`src/rtl/dijkstra_pkg.sv`:
```
// Shared types and helpers for the Dijkstra core memory bridge.
// Halfword lane mapping on the 32-bit Avalon bus lives here so bridge and bench agree.
package dijkstra_pkg;

  localparam int BUS_DATA_W = 32;
  localparam int HALF_W     = 16;
  localparam int BE_W       = 4;

  typedef enum logic [2:0] {
    ST_IDLE,
    ST_RD_REQ,
    ST_RD_WAIT,
    ST_WR_REQ,
    ST_DONE
  } state_e;

  function automatic logic [BE_W-1:0] lane_be(input logic hi);
    return hi ? 4'b1100 : 4'b0011;
  endfunction

  function automatic logic [HALF_W-1:0] lane_sel(input logic hi,
                                                 input logic [BUS_DATA_W-1:0] d);
    return hi ? d[31:16] : d[15:0];
  endfunction

endpackage

```
`src/rtl/dijkstra_mem_bridge_if.sv`:
```
// Avalon-MM single-beat master bus between the bridge and the memory slave.
interface dijkstra_mem_bridge_if #(
  parameter int ADDR_W = 32,
  parameter int DATA_W = 32
) ();
  import dijkstra_pkg::*;

  logic [ADDR_W-1:0] avm_address;
  logic              avm_read;
  logic              avm_write;
  logic [BE_W-1:0]   avm_byteenable;
  logic [DATA_W-1:0] avm_writedata;
  logic              avm_waitrequest;
  logic [DATA_W-1:0] avm_readdata;
  logic              avm_readdatavalid;

  modport master (
    output avm_address, avm_read, avm_write, avm_byteenable, avm_writedata,
    input  avm_waitrequest, avm_readdata, avm_readdatavalid
  );

  modport slave (
    input  avm_address, avm_read, avm_write, avm_byteenable, avm_writedata,
    output avm_waitrequest, avm_readdata, avm_readdatavalid
  );

endinterface

```
`src/rtl/dijkstra_bus_watchdog.sv`:
```
// Per-transaction cycle counter; expired stays high once the limit is reached until cleared.
// A limit of 0 disables expiry entirely.
module dijkstra_bus_watchdog #(
  parameter int TIMEOUT_CYCLES = 1024
) (
  input  logic clk,
  input  logic rst,
  input  logic clear_i,
  input  logic enable_i,
  output logic expired_o
);

  localparam int CW = (TIMEOUT_CYCLES < 2) ? 1 : $clog2(TIMEOUT_CYCLES + 1);
  localparam logic [CW-1:0] TC = CW'(TIMEOUT_CYCLES);

  logic [CW-1:0] cnt_q, cnt_d;
  logic          hit;

  assign hit       = (TIMEOUT_CYCLES != 0) && (cnt_q >= TC);
  assign expired_o = hit;

  always_comb begin
    cnt_d = cnt_q;
    if (clear_i) begin
      cnt_d = '0;
    end else if (enable_i && !hit) begin
      cnt_d = cnt_q + CW'(1);
    end
  end

  always_ff @(posedge clk) begin
    if (rst) cnt_q <= '0;
    else     cnt_q <= cnt_d;
  end

endmodule

```
`src/rtl/dijkstra_mem_bridge.sv`:
```
// Core level-request/ready-pulse memory port to single-beat Avalon-MM master, one transaction in flight.
// IDLE sample | RD_REQ read issued | RD_WAIT await data | WR_REQ write issued | DONE ready pulse
module dijkstra_mem_bridge
  import dijkstra_pkg::*;
#(
  parameter int MADDR_WIDTH    = 32,
  parameter int MDATA_WIDTH    = 16,
  parameter int BUS_DATA_WIDTH = 32,
  parameter int TIMEOUT_CYCLES = 1024
) (
  input  logic                   algorithm_clock,
  input  logic                   algorithm_reset,
  input  logic                   mem_read_enable,
  input  logic                   mem_write_enable,
  input  logic [MADDR_WIDTH-1:0] mem_addr,
  input  logic [MDATA_WIDTH-1:0] mem_write_data,
  output logic [MDATA_WIDTH-1:0] mem_read_data,
  output logic                   mem_read_ready,
  output logic                   mem_write_ready,
  output logic                   bus_error,
  dijkstra_mem_bridge_if.master  avm
);

  state_e                    state_q, state_d;
  logic                      hi_q, hi_d;
  logic [MDATA_WIDTH-1:0]    rdata_q, rdata_d;
  logic                      rd_rdy_q, rd_rdy_d;
  logic                      wr_rdy_q, wr_rdy_d;
  logic                      rd_q, rd_d;
  logic                      wr_q, wr_d;
  logic [MADDR_WIDTH-1:0]    addr_q, addr_d;
  logic [BE_W-1:0]           be_q, be_d;
  logic [BUS_DATA_WIDTH-1:0] wd_q, wd_d;
  logic                      err_q, err_d;
  logic                      busy, expired;

  assign busy = (state_q == ST_RD_REQ) || (state_q == ST_RD_WAIT) || (state_q == ST_WR_REQ);

  dijkstra_bus_watchdog #(.TIMEOUT_CYCLES(TIMEOUT_CYCLES)) u_wdog (
    .clk       (algorithm_clock),
    .rst       (algorithm_reset),
    .clear_i   (state_q == ST_IDLE),
    .enable_i  (busy),
    .expired_o (expired)
  );

  always_comb begin
    state_d  = state_q;
    hi_d     = hi_q;
    rdata_d  = rdata_q;
    rd_rdy_d = 1'b0;
    wr_rdy_d = 1'b0;
    rd_d     = rd_q;
    wr_d     = wr_q;
    addr_d   = addr_q;
    be_d     = be_q;
    wd_d     = wd_q;
    err_d    = err_q;
    unique case (state_q)
      ST_IDLE: begin
        if (mem_read_enable || mem_write_enable) begin
          if (mem_addr[0]) begin
            state_d = ST_DONE;
            err_d   = 1'b1;
            if (mem_read_enable) begin
              rdata_d  = '0;
              rd_rdy_d = 1'b1;
            end else begin
              wr_rdy_d = 1'b1;
            end
          end else begin
            hi_d   = mem_addr[1];
            addr_d = {mem_addr[MADDR_WIDTH-1:2], 2'b00};
            be_d   = lane_be(mem_addr[1]);
            if (mem_read_enable) begin
              state_d = ST_RD_REQ;
              rd_d    = 1'b1;
            end else begin
              state_d = ST_WR_REQ;
              wr_d    = 1'b1;
              wd_d    = {mem_write_data, mem_write_data};
            end
          end
        end
      end
      ST_RD_REQ: begin
        // A completed handshake wins over a watchdog hit in the same cycle.
        if (!avm.avm_waitrequest) begin
          state_d = ST_RD_WAIT;
          rd_d    = 1'b0;
        end else if (expired) begin
          state_d  = ST_DONE;
          rd_d     = 1'b0;
          err_d    = 1'b1;
          rdata_d  = '0;
          rd_rdy_d = 1'b1;
        end
      end
      ST_RD_WAIT: begin
        if (avm.avm_readdatavalid) begin
          state_d  = ST_DONE;
          rdata_d  = lane_sel(hi_q, avm.avm_readdata);
          rd_rdy_d = 1'b1;
        end else if (expired) begin
          state_d  = ST_DONE;
          err_d    = 1'b1;
          rdata_d  = '0;
          rd_rdy_d = 1'b1;
        end
      end
      ST_WR_REQ: begin
        if (!avm.avm_waitrequest || expired) begin
          state_d  = ST_DONE;
          wr_d     = 1'b0;
          wr_rdy_d = 1'b1;
          if (avm.avm_waitrequest) err_d = 1'b1;
        end
      end
      ST_DONE: state_d = ST_IDLE;
      default: state_d = ST_IDLE;
    endcase
  end

  always_ff @(posedge algorithm_clock) begin
    if (algorithm_reset) begin
      state_q  <= ST_IDLE;
      hi_q     <= 1'b0;
      rdata_q  <= '0;
      rd_rdy_q <= 1'b0;
      wr_rdy_q <= 1'b0;
      rd_q     <= 1'b0;
      wr_q     <= 1'b0;
      addr_q   <= '0;
      be_q     <= '0;
      wd_q     <= '0;
      err_q    <= 1'b0;
    end else begin
      state_q  <= state_d;
      hi_q     <= hi_d;
      rdata_q  <= rdata_d;
      rd_rdy_q <= rd_rdy_d;
      wr_rdy_q <= wr_rdy_d;
      rd_q     <= rd_d;
      wr_q     <= wr_d;
      addr_q   <= addr_d;
      be_q     <= be_d;
      wd_q     <= wd_d;
      err_q    <= err_d;
    end
  end

  assign mem_read_data      = rdata_q;
  assign mem_read_ready     = rd_rdy_q;
  assign mem_write_ready    = wr_rdy_q;
  assign bus_error          = err_q;
  assign avm.avm_address    = addr_q;
  assign avm.avm_read       = rd_q;
  assign avm.avm_write      = wr_q;
  assign avm.avm_byteenable = be_q;
  assign avm.avm_writedata  = wd_q;

endmodule

```
`src/flat_wrapper.sv`:
```
// flat-port wrapper written by rule: the top's interface ports become plain ports
module dijkstra_mem_bridge_flat import dijkstra_pkg::*;
#(
  parameter int MADDR_WIDTH    = 32,
  parameter int MDATA_WIDTH    = 16,
  parameter int BUS_DATA_WIDTH = 32,
  parameter int TIMEOUT_CYCLES = 1024
)
  (algorithm_clock, algorithm_reset, mem_read_enable, mem_write_enable, mem_addr, mem_write_data, mem_read_data, mem_read_ready, mem_write_ready, bus_error, avm_avm_address, avm_avm_read, avm_avm_write, avm_avm_byteenable, avm_avm_writedata, avm_avm_waitrequest, avm_avm_readdata, avm_avm_readdatavalid);
  dijkstra_mem_bridge_if #(.ADDR_W(32), .DATA_W(32)) avm_i ();
  input  logic algorithm_clock;
  input  logic algorithm_reset;
  input  logic mem_read_enable;
  input  logic mem_write_enable;
  input  logic [MADDR_WIDTH-1:0] mem_addr;
  input  logic [MDATA_WIDTH-1:0] mem_write_data;
  output logic [MDATA_WIDTH-1:0] mem_read_data;
  output logic mem_read_ready;
  output logic mem_write_ready;
  output logic bus_error;
  output wire logic [$bits(avm_i.avm_address)-1:0] avm_avm_address;
  output wire logic [$bits(avm_i.avm_read)-1:0] avm_avm_read;
  output wire logic [$bits(avm_i.avm_write)-1:0] avm_avm_write;
  output wire logic [$bits(avm_i.avm_byteenable)-1:0] avm_avm_byteenable;
  output wire logic [$bits(avm_i.avm_writedata)-1:0] avm_avm_writedata;
  input wire logic [$bits(avm_i.avm_waitrequest)-1:0] avm_avm_waitrequest;
  input wire logic [$bits(avm_i.avm_readdata)-1:0] avm_avm_readdata;
  input wire logic [$bits(avm_i.avm_readdatavalid)-1:0] avm_avm_readdatavalid;
  assign avm_avm_address = avm_i.avm_address;
  assign avm_avm_read = avm_i.avm_read;
  assign avm_avm_write = avm_i.avm_write;
  assign avm_avm_byteenable = avm_i.avm_byteenable;
  assign avm_avm_writedata = avm_i.avm_writedata;
  assign avm_i.avm_waitrequest = avm_avm_waitrequest;
  assign avm_i.avm_readdata = avm_avm_readdata;
  assign avm_i.avm_readdatavalid = avm_avm_readdatavalid;
  dijkstra_mem_bridge #(.MADDR_WIDTH(MADDR_WIDTH), .MDATA_WIDTH(MDATA_WIDTH), .BUS_DATA_WIDTH(BUS_DATA_WIDTH), .TIMEOUT_CYCLES(TIMEOUT_CYCLES)) u_core (.algorithm_clock(algorithm_clock), .algorithm_reset(algorithm_reset), .mem_read_enable(mem_read_enable), .mem_write_enable(mem_write_enable), .mem_addr(mem_addr), .mem_write_data(mem_write_data), .mem_read_data(mem_read_data), .mem_read_ready(mem_read_ready), .mem_write_ready(mem_write_ready), .bus_error(bus_error), .avm(avm_i));
endmodule
```
`config.mk`:
```
export PLATFORM = sky130hd
export DESIGN_NAME = dijkstra_mem_bridge_flat
export DESIGN_NICKNAME = d
export VERILOG_FILES = /design/src/rtl/dijkstra_pkg.sv /design/src/rtl/dijkstra_mem_bridge_if.sv /design/src/rtl/dijkstra_bus_watchdog.sv /design/src/rtl/dijkstra_mem_bridge.sv /design/src/flat_wrapper.sv
export SDC_FILE = /design/constraint.sdc
export NUM_CORES = 1
export LEC_CHECK = 0
export CAP_MARGIN = 25
export CORE_MARGIN = 4
export CORE_UTILIZATION = 40
export DETAILED_ROUTE_END_ITERATION = 7
export GPL_ROUTABILITY_DRIVEN = 0
export PLACE_DENSITY = 0.8
export SLEW_MARGIN = 20
export SYNTH_ARGS = -nofsm -noshare
export SYNTH_HDL_FRONTEND = slang
export SYNTH_HIERARCHICAL = 1
export SYNTH_SLANG_ARGS = --single-unit
```
`constraint.sdc`:
```
create_clock -name algorithm_clock -period 2.4 [get_ports algorithm_clock]
set_input_delay 0.48 -clock algorithm_clock [delete_from_list [all_inputs] [get_ports algorithm_clock]]
set_output_delay 0.48 -clock algorithm_clock [all_outputs]
set_load 0.1 [all_outputs]
```
==> qor.yml, run 1 <==
outcome:
  status: "finished, final reports clean"
drt:
  wl_per_cell_um: 14.5
  route.detailed.drc: 0
  ant_nets: 0
  first_iter_violations: 119
  via_count: 3338
  vias_per_cell: 4.98
  drt-total-wl_um: 9710
  first_pass_iters: 6
clock_network:
  cts_root_buffer: "clkbuf_8"
  cts_tree: "yes"
  hold_buffers: 0
  cts_buffers: 9
  clockBufferDepth: 2
  cts_resized: 0
  clock-sinks: 83
  clk_latency_ps: 340
  cts_setup_buffers: 0
  htree_levels: 3
  clk_pin_slew_ps: 80
setup_path:
  max_stage_delay_ps: 650
  endpoint_kind: "register"
  crit_buf_inv: 1
  cpMaxStageDelayCell: "a21oi_2"
  cp_max_fo: 16
  arrival_ps: 2190
  crit_family: "compound AO/OA/AOI/OAI gates"
  cp.required_ps: 2670
  start_kind: "primary input"
  r2r_setup_slack_ps: 540
  crit_type: "in -> reg"
  path_cells: "clkdlybuf4s50_1 -> nor3b_1 -> o32ai_1 -> a21oi_2 -> o2bb2ai_1"
logic_synthesis:
  ys_warn_count: 6
  yosysTopAreaCellShare_pct: 47.4
  synth_cells: 411
  yosysSeqAreaShare_pct: 47.4
  synthFlopType: "dfxtp_1"
  ys_ff_latch: 83
  yosys.area.top_type: "dfxtp_1"
  ys_types: 40
  synth_edf_count: 0
  syn_avg_cell_area_um2: 8.53
  synth_area_mm2: 0.00351
  synth_area_leaders: "dfxtp_1 (47%), nand2_1 (11%), a21oi_1 (8.4%), mux2i_1 (5.1%), buf_4 (4.7%)"
  async_reset_ff_share_pct: 0
layout:
  areaGrowthSynthToFinish_pct: 48.9
  drive_above_1_share_pct: 22.1
  finish.utilization_pct: 62.3
  n_antenna_cell: 0
  final_nets: 649
  layout.cells.non_filler: 670
timing:
  fin_tns_setup_ps: 0
  relSlewSlack_pct: 47.7
  setup_viol: 0
  finalHoldViolCount: 0
  worst_pin_slew_ps: 785
  period_needed_ps: 1920
  finalCritPeriodShare_pct: 80.0
  fmax_mhz: 521
  maxSlewViolCount: 0
  finalClockSkew_ps: 7.73
  rsz0062_at_grt: "no"
place:
  dpl.hpwl_um: 7400
  port_buffers: 172
  dp.cells: 655
die:
  boundaryPins: 175
  dieArea_mm2: 0.0103
  core_area_mm2: 0.00838
  fp.dieW_um: 102
  num_rows: 33
  initial_core_util_pct: 41.8
  die_h_um: 102
power:
  finalPower_mw: 3.84
  leakage_nw: 2.11
  ir_drop_mv: 0.342
  powerDensity_mw_per_mm2: 735
global_routing:
  grtUsageTotal_pct: 17.9
  antenna_found_initial: 0
  first_global_vias: 3134
  grt_pass1_wl_um: 14800
  grt_max_degree: 34
  gr-total-overflow: 0
flow_run:
  cap_violations: 0
hold_path:
  min_path_type: "reg -> reg"
==> area by class of cell <==
class                      instances  area, um^2
fill                             720        3160
sequential                        83        1660
timing repair buffer             185        1630
multi-input combinational        275        1530
clock buffer                      11         141
tap                              105         131
clock inverter                     4        98.8
inverter                           7        26.3
==> power breakdown <==
part,total [mW],internal (mW),switching (mW)
logic,1.16,0.335,0.825
registers,1.49,1.45,0.0468
clock network,1.18,0.717,0.467
==> tightest hold or removal path: stages (launching register included) <==
cell	delay [ps]
dfxtp_1	310
nand2_1	50
a21oi_1	50
==> registers in the layout, summed over array words and instances (netlist names) <==
| name | flops |
|---|---|
| u_core/state_q | 3 |
| u_core/mem_read_data | 16 |
| u_core/mem_write_ready | 1 |
| u_core/avm.avm_read | 1 |
| u_core/avm.avm_byteenable | 2 |
| u_core/avm.avm_writedata | 16 |
| u_core/bus_error | 1 |
| u_core/u_wdog/cnt_q | 11 |
| u_core/avm.avm_address | 30 |
| u_core/mem_read_ready | 1 |
| u_core/avm.avm_write | 1 |
==> per-layer routing <==
metal	routed length [um]	GRT usage, %	part of all wire, %	vias up
li1	-	-	-	1669
met1	3910	21.5	40	1520
met2	4800	31.3	49	141
met3	901	3.65	9.3	8
met4	99	6.75	1.0	0
met5	0	0	0	-
==> cells in the final DEF (no fill, tap or decap), types with 4 or more instances in the layout <==
cell             Yosys  layout
nand2_1            104     104
buf_4               22      97
clkdlybuf4s50_1      0      84
dfxtp_1             83      83
a21oi_1             59      59
mux2i_1             18      18
nor2_1              17      17
o2bb2ai_1           16      16
clkbuf_8             0      10
nor3_1               7       7
inv_1                7       7
o21ai_0              6       5
or4_1                4       4
==> cell families (layout without fill, tap and decap cells) <==
logic type                 Yosys count  after routing  synth area share [%]
buffers and inverters               54            207                  9.20
adders and majority gates            2              2                 0.713
other                                1              2                 0.107
xor gates and xnor gates             2              2                 0.500
DFF                                 83             83                  47.4
AOI/OAI and AO/OA                   92             92                  15.7
and+or+nand+nor                    158            158                  20.9
muxes                               19             19                  5.46
==> stage by stage <==
| stage | setup WS [ps] | hold WS (ps) | instance area [um^2] |
|---|---|---|---|
| 6_report | 480 | 458 | 5220 |
| 4_1_cts | 503 | 460 | 5220 |
| 5_1_grt | 358 | 475 | 5220 |
| 3_3_place_gp | 206 | 444 | 4980 |
| 3_5_place_dp | 151 | 450 | 4980 |
| 2_1_floorplan | 546 | 435 | 3510 |
==> worst paths after layout <==
| path | startpoint | to | depth (start not counted) |
|---|---|---|---|
| max | avm_avm_readdatavalid | u_core/mem_read_data[15]$_SDFFE_PP0P_ | 5 |
| min | u_core/avm.avm_address[30]$_SDFFE_PP0P_ | u_core/avm.avm_address[30]$_SDFFE_PP0P_ | 2 |
| max reg2reg | u_core/state_q[1]$_SDFFE_PP0P_ | u_core/u_wdog/cnt_q[7]$_SDFFE_PP0P_ | 5 |
| min reg2reg | u_core/avm.avm_address[30]$_SDFFE_PP0P_ | u_core/avm.avm_address[30]$_SDFFE_PP0P_ | 2 |
==> cells in the mapped netlist (all sizes together) (4+ instances only) <==
master   instances
a21oi           61
buf             32
clkbuf          15
dfxtp           83
inv              7
mux2i           18
nand2          104
nor2            18
nor3             7
nor4             4
o21ai            6
o2bb2ai         16
or4              5
Note: power is estimated with default switching activity, not from simulation.
==> run 2: changes to the inputs <==
--- a/config.mk
+++ b/config.mk
@@ -7,10 +7,10 @@
 export LEC_CHECK = 0
 export CAP_MARGIN = 25
 export CORE_MARGIN = 4
-export CORE_UTILIZATION = 40
+export CORE_UTILIZATION = 36
 export DETAILED_ROUTE_END_ITERATION = 7
 export GPL_ROUTABILITY_DRIVEN = 0
-export PLACE_DENSITY = 0.8
+export PLACE_DENSITY = 0.76
 export SLEW_MARGIN = 20
 export SYNTH_ARGS = -nofsm -noshare
 export SYNTH_HDL_FRONTEND = slang
==> constraint.sdc (replaced) <==
create_clock -name algorithm_clock -period 1.6 [get_ports algorithm_clock]
set_input_delay 0.32 -clock algorithm_clock [delete_from_list [all_inputs] [get_ports algorithm_clock]]
set_output_delay 0.32 -clock algorithm_clock [all_outputs]
set_load 0.1 [all_outputs]
==> qor.yml, run 2 (synthesis results as in run 1) <==
clock_network:
  cts_tree: "yes"
  cts_root_buffer: "clkbuf_8"
  clk_pin_slew_ps: 90  # about the same
  htree_levels: 3  # unchanged
  clock-sinks: 83  # unchanged
  clockBufferDepth: 2  # unchanged
  hold_buffers: 0  # unchanged
  cts_buffers: 9  # unchanged
  clk_latency_ps: 340  # about the same
power:
  leakage_nw: 2.46  # +16%
  powerDensity_mw_per_mm2: 912  # +24%
  finalPower_mw: 5.98  # +56%
  ir_drop_mv: 0.728  # +110%
place:
  place_ws_ps: -280  # -432 ps
  dpl.hpwl_um: 8690  # +17%
  placed_area_mm2: 0.00626  # +26%
  dp.cells: 693  # +5.8%
  port_buffers: 172  # unchanged
global_routing:
  first_global_vias: 3389  # +8.1%
  grt_pass1_wl_um: 16600  # +12%
  antenna_found_initial: 0  # unchanged
  grt_max_degree: 58  # +71%
  grtUsageTotal_pct: 18.1  # +0.19 points
  gr-total-overflow: 0  # unchanged
die:
  dieArea_mm2: 0.0114  # +10%
  die_h_um: 107  # +5.0%
  initial_core_util_pct: 37.4  # -4.4 points
  fp.dieW_um: 107  # +5.0%
  boundaryPins: 175  # unchanged
  core_area_mm2: 0.00937  # +12%
  num_rows: 35  # +6.1%
hold_path:
  min_path_type: "in -> reg"
  min_path_cells: 3  # +1
timing:
  finalHoldViolCount: 0  # unchanged
  finalClockSkew_ps: 13.8  # +6.10 ps
  rsz0062_at_grt: "yes"
  period_needed_ps: 1550
  maxSlewViolCount: 0  # unchanged
  finalCritPeriodShare_pct: 96.8
  fmax_mhz: 646
  setup_viol: 0  # unchanged
  fin_ws_ps: 50.9  # -430 ps
layout:
  final_common_cell: "nand2_1"
  final_cell_mix: "nand2_1 (104), buf_12 (92), clkdlybuf4s50_1 (84)"
  fill_cells: 666  # -7.5%
  finalInstanceArea_mm2: 0.00656  # +26%
  n_antenna_cell: 0  # unchanged
  layout.cells.non_filler: 714  # +6.6%
  areaGrowthSynthToFinish_pct: 87.0
  drive_above_1_share_pct: 29.6  # +7.4 points
  largest_reg_flops: 30  # unchanged
  final_nets: 668  # +2.9%
  finish.utilization_pct: 70.0  # +7.7 points
setup_path:
  cpMaxStageDelayCell: "or4_1"
  start_kind: "register"
  r2r_cells: 6  # +1
  crit_type: "reg -> reg"
  arrival_ps: 1810  # -380 ps
  cp.required_ps: 1860  # -810 ps
  path_cells: "nor2_1 -> nor2_4 -> buf_6 -> nand3b_4 -> or4_1 -> a21oi_1"
  max_stage_delay_ps: 520  # -130 ps
  cp_max_fo: 7  # -9
  endpoint_kind: "register"
drt:
  wl_met2_um: 5810  # +21%
  first_iter_violations: 160  # +34%
  first_pass_iters: 5  # -1
  wl_per_cell_um: 15.5  # +6.7%
  via_count: 3473  # +4.0%
  ant_nets: 0  # unchanged
  drt-total-wl_um: 11000  # +14%
  vias_per_cell: 4.86  # -2.4%
  wl_met3_um: 959  # +6.4%
  route.detailed.drc: 0  # unchanged
  wl_met1_um: 4020  # +3.0%
  highest_layer: "met4"
outcome:
  status: "finished, final reports clean"
flow_run:
  cap_violations: 0  # unchanged
run 2: layout make-up:
type / count / area, um^2 / area share, %
Clock buffer: 11 / 141 / 2.16
Clock inverter: 5 / 62.6 / 0.954
Multi-Input combinational cell: 275 / 1580 / 24.1
Sequential cell: 83 / 1690 / 25.8
Inverter: 7 / 26.3 / 0.401
Tap cell: 129 / 161 / 2.46
Timing Repair Buffer: 204 / 2900 / 44.2
run 2: critical path: cells and delay by family (launching register included):
kind | cells | cell delay, ps
flip-flops | 1 | 370
AND/OR/NAND/NOR | 4 | 830
buffers and inverters | 1 | 120
AO/OA/AOI/OAI | 1 | 160
run 2: path summary, 6_finish.rpt:
| path | start | endpoint | slack [ps] |
|---|---|---|---|
| max | u_core/state_q[0]$_SDFFE_PP0P_ | u_core/u_wdog/cnt_q[7]$_SDFFE_PP0P_ | 50 |
| min | algorithm_reset | u_core/avm.avm_writedata[26]$_SDFFE_PP0P_ | 460 |
| max reg2reg | u_core/state_q[0]$_SDFFE_PP0P_ | u_core/u_wdog/cnt_q[7]$_SDFFE_PP0P_ | 50 |
| min reg2reg | u_core/u_wdog/cnt_q[9]$_SDFFE_PP0P_ | u_core/u_wdog/cnt_q[9]$_SDFFE_PP0P_ | 470 |
run 2: layer usage:
layer  up-vias  GRT usage, %
met5         -             0
met4         0          5.94
met3        18          5.90
met2       148          33.7
met1      1596          19.0
li1       1711             -
run 2: through the flow:
stage	hold WS, ps	TNS [ps]
after floorplan	408	-0.693
after CTS	449	0
final	463	0
after detailed placement	456	-13860
after global placement	443	-10900
after global routing	464	-27.5
run 2: what timing repair did:
item                                    4_1_cts  5_1_grt
endpoints found under the setup margin        0       40
buffers inserted                              0        5
resized for setup                             0       14
run 2: report_power, final:
| part | internal [mW] | switching, mW |
|---|---|---|
| sequential | 2.18 | 0.128 |
| clock | 0.771 | 0.751 |
| combinational | 0.870 | 1.29 |
| total | 3.82 | 2.17 |
==> run 3: changes to the inputs <==
--- a/config.mk
+++ b/config.mk
@@ -11,6 +11,7 @@
 export DETAILED_ROUTE_END_ITERATION = 7
 export GPL_ROUTABILITY_DRIVEN = 0
 export PLACE_DENSITY = 0.76
+export SKIP_LAST_GASP = 1
 export SLEW_MARGIN = 20
 export SYNTH_ARGS = -nofsm -noshare
 export SYNTH_HDL_FRONTEND = slang
==> qor.yml, run 3 (synthesis results as in run 1) <==
die:
  dieArea_mm2: 0.0114  # unchanged
  fp.dieW_um: 107  # unchanged
  die_h_um: 107  # unchanged
  boundaryPins: 175  # unchanged
  core_area_mm2: 0.00937  # unchanged
  num_rows: 35  # unchanged
  initial_core_util_pct: 37.4  # unchanged
clock_network:
  cts_buffers: 9  # unchanged
  cts_root_buffer: "clkbuf_8"
  clk_pin_slew_ps: 90  # about the same
  clock-sinks: 83  # unchanged
  htree_levels: 3  # unchanged
  clk_latency_ps: 340  # about the same
  cts_tree: "yes"
  clockBufferDepth: 2  # unchanged
place:
  port_buffers: 172  # unchanged
  place_ws_ps: -280  # unchanged
  dp.cells: 693  # unchanged
  dpl.hpwl_um: 8690  # unchanged
drt:
  route.detailed.drc: 0  # unchanged
  vias_per_cell: 4.85  # -0.20%
  highest_layer: "met4"
  first_iter_violations: 142  # -11%
  wl_met2_um: 5780  # -0.45%
  wl_met1_um: 4020  # about the same
  wl_per_cell_um: 15.4  # -0.39%
  wl_met3_um: 923  # -3.8%
  ant_nets: 0  # unchanged
  via_count: 3466  # -0.20%
  first_pass_iters: 4  # -1
  drt-total-wl_um: 11000  # -0.39%
setup_path:
  crit_family: "simple AND/OR/NAND/NOR gates"
  arrival_ps: 1820  # about the same
  crit_buf_inv: 1  # unchanged
  cp.required_ps: 1850  # about the same
  path_cells: "or4_4 -> nor2_4 -> buf_12 -> nor2_1 -> a211oi_1"
  max_stage_delay_ps: 550  # +30 ps
  start_kind: "register"
  cpMaxStageDelayCell: "or4_4"
  crit_type: "reg -> reg"
  cp_max_fo: 24  # +17
  endpoint_kind: "register"
power:
  p_int_mw: 3.81  # about the same
  leakage_nw: 2.46  # about the same
  pwr-share-comb_pct: 36.0  # about the same
  p_seq_share_pct: 38.6  # about the same
  clkPwrFrac_pct: 25.4  # about the same
  p_sw_mw: 2.16  # -0.35%
  p_sw_share_pct: 36.1  # -0.070 points
  powerDensity_mw_per_mm2: 912  # about the same
  ir_drop_mv: 0.727  # about the same
layout:
  areaGrowthSynthToFinish_pct: 86.8
  drive_above_1_share_pct: 29.2  # -0.34 points
  fill_cells: 667  # +0.15%
  final_common_cell: "nand2_1"
  final_cell_mix: "nand2_1 (104), buf_12 (92), clkdlybuf4s50_1 (84)"
  final_nets: 668  # unchanged
  n_antenna_cell: 0  # unchanged
  layout.cells.non_filler: 714  # unchanged
  finish.utilization_pct: 69.9  # -0.080 points
  largest_reg_flops: 30  # unchanged
outcome:
  status: "finished, final reports clean"
timing:
  fmax_mhz: 636  # -1.5%
  setup_viol: 0  # unchanged
  finalHoldViolCount: 0  # unchanged
  period_needed_ps: 1570  # +23.5 ps
  finalCritPeriodShare_pct: 98.3  # +1.5 points
  maxSlewViolCount: 0  # unchanged
  rsz0062_at_grt: "yes"
  holdWs_ps: 460  # -3.26 ps
  fin_ws_ps: 27.4  # -23.5 ps
  finalClockSkew_ps: 12.6  # -1.28 ps
flow_run:
  cap_violations: 0  # unchanged
global_routing:
  grt_pass1_wl_um: 16600  # unchanged
  antenna_found_initial: 0  # unchanged
  first_global_vias: 3389  # unchanged
  grtUsageTotal_pct: 18.1  # unchanged
  grt_max_degree: 58  # unchanged
  gr-total-overflow: 0  # unchanged
hold_path:
  min_path_type: "in -> reg"
run 3: changes by cell type in the layout (fill, tap and decap cells not counted):
cell and delta:
a211oi_1 +1, a211oi_2 -1, nor2_2 -1, nor2_1 +1
run 3: per-stage QoR:
stage	power, mW	area [um^2]	TNS, ps
after CTS	6.00	6460	0
after global routing	6.21	6550	-39.1
after floorplan	3.56	3540	-0.693
after global placement	4.43	6260	-10900
after detailed placement	4.47	6260	-13860
final	5.97	6550	0
run 3: final cells by class:
cell class | count | area (um^2) | share of cell area (%)
inverter | 7 | 26.3 | 0.401
sequential | 83 | 1690 | 25.8
tap | 129 | 161 | 2.46
multi-input combinational | 275 | 1570 | 24.0
clock inverter | 5 | 62.6 | 0.955
clock buffer | 11 | 141 | 2.16
timing repair buffer | 204 | 2900 | 44.2
run 3: what timing repair did:
item	in CTS	in global routing
buffers inserted	0	5
setup endpoints to repair	0	40
hold buffers	0	0
resized for setup	0	12
run 3: per-layer routing:
layer | global-route usage [%] | vias to the layer above
met3 | 5.90 | 20
met2 | 33.7 | 144
met4 | 5.94 | 0
met5 | 0 | -
li1 | - | 1707
met1 | 19.0 | 1595
run 3: final timing paths:
path                                            start                                         to  slack (ps)  cells after the start
setup reg to reg       u_core/state_q[2]$_SDFFE_PP0P_  u_core/avm.avm_byteenable[1]$_SDFFE_PP0P_          30                      5
hold reg to reg   u_core/u_wdog/cnt_q[9]$_SDFFE_PP0P_        u_core/u_wdog/cnt_q[9]$_SDFFE_PP0P_         470                      2
setup / recovery       u_core/state_q[2]$_SDFFE_PP0P_  u_core/avm.avm_byteenable[1]$_SDFFE_PP0P_          30                      5
hold / removal                        algorithm_reset  u_core/avm.avm_writedata[26]$_SDFFE_PP0P_         460                      3
run 3: power by group through the flow:
stage               Clock, mW  Combinational, mW  Sequential (mW)
global route             1.65               2.24             2.32
finish                   1.52               2.15             2.30
CTS                      1.57               2.12             2.30
global placement            0               2.09             2.34
detailed placement          0               2.12             2.35
floorplan                   0              0.598             2.96
run 3: worst register-to-register path: stages, from the launching register on:
cell,delay (ps)
dfxtp_4,360
or4_4,550
nor2_4,150
buf_12,170
nor2_1,60
a211oi_1,200
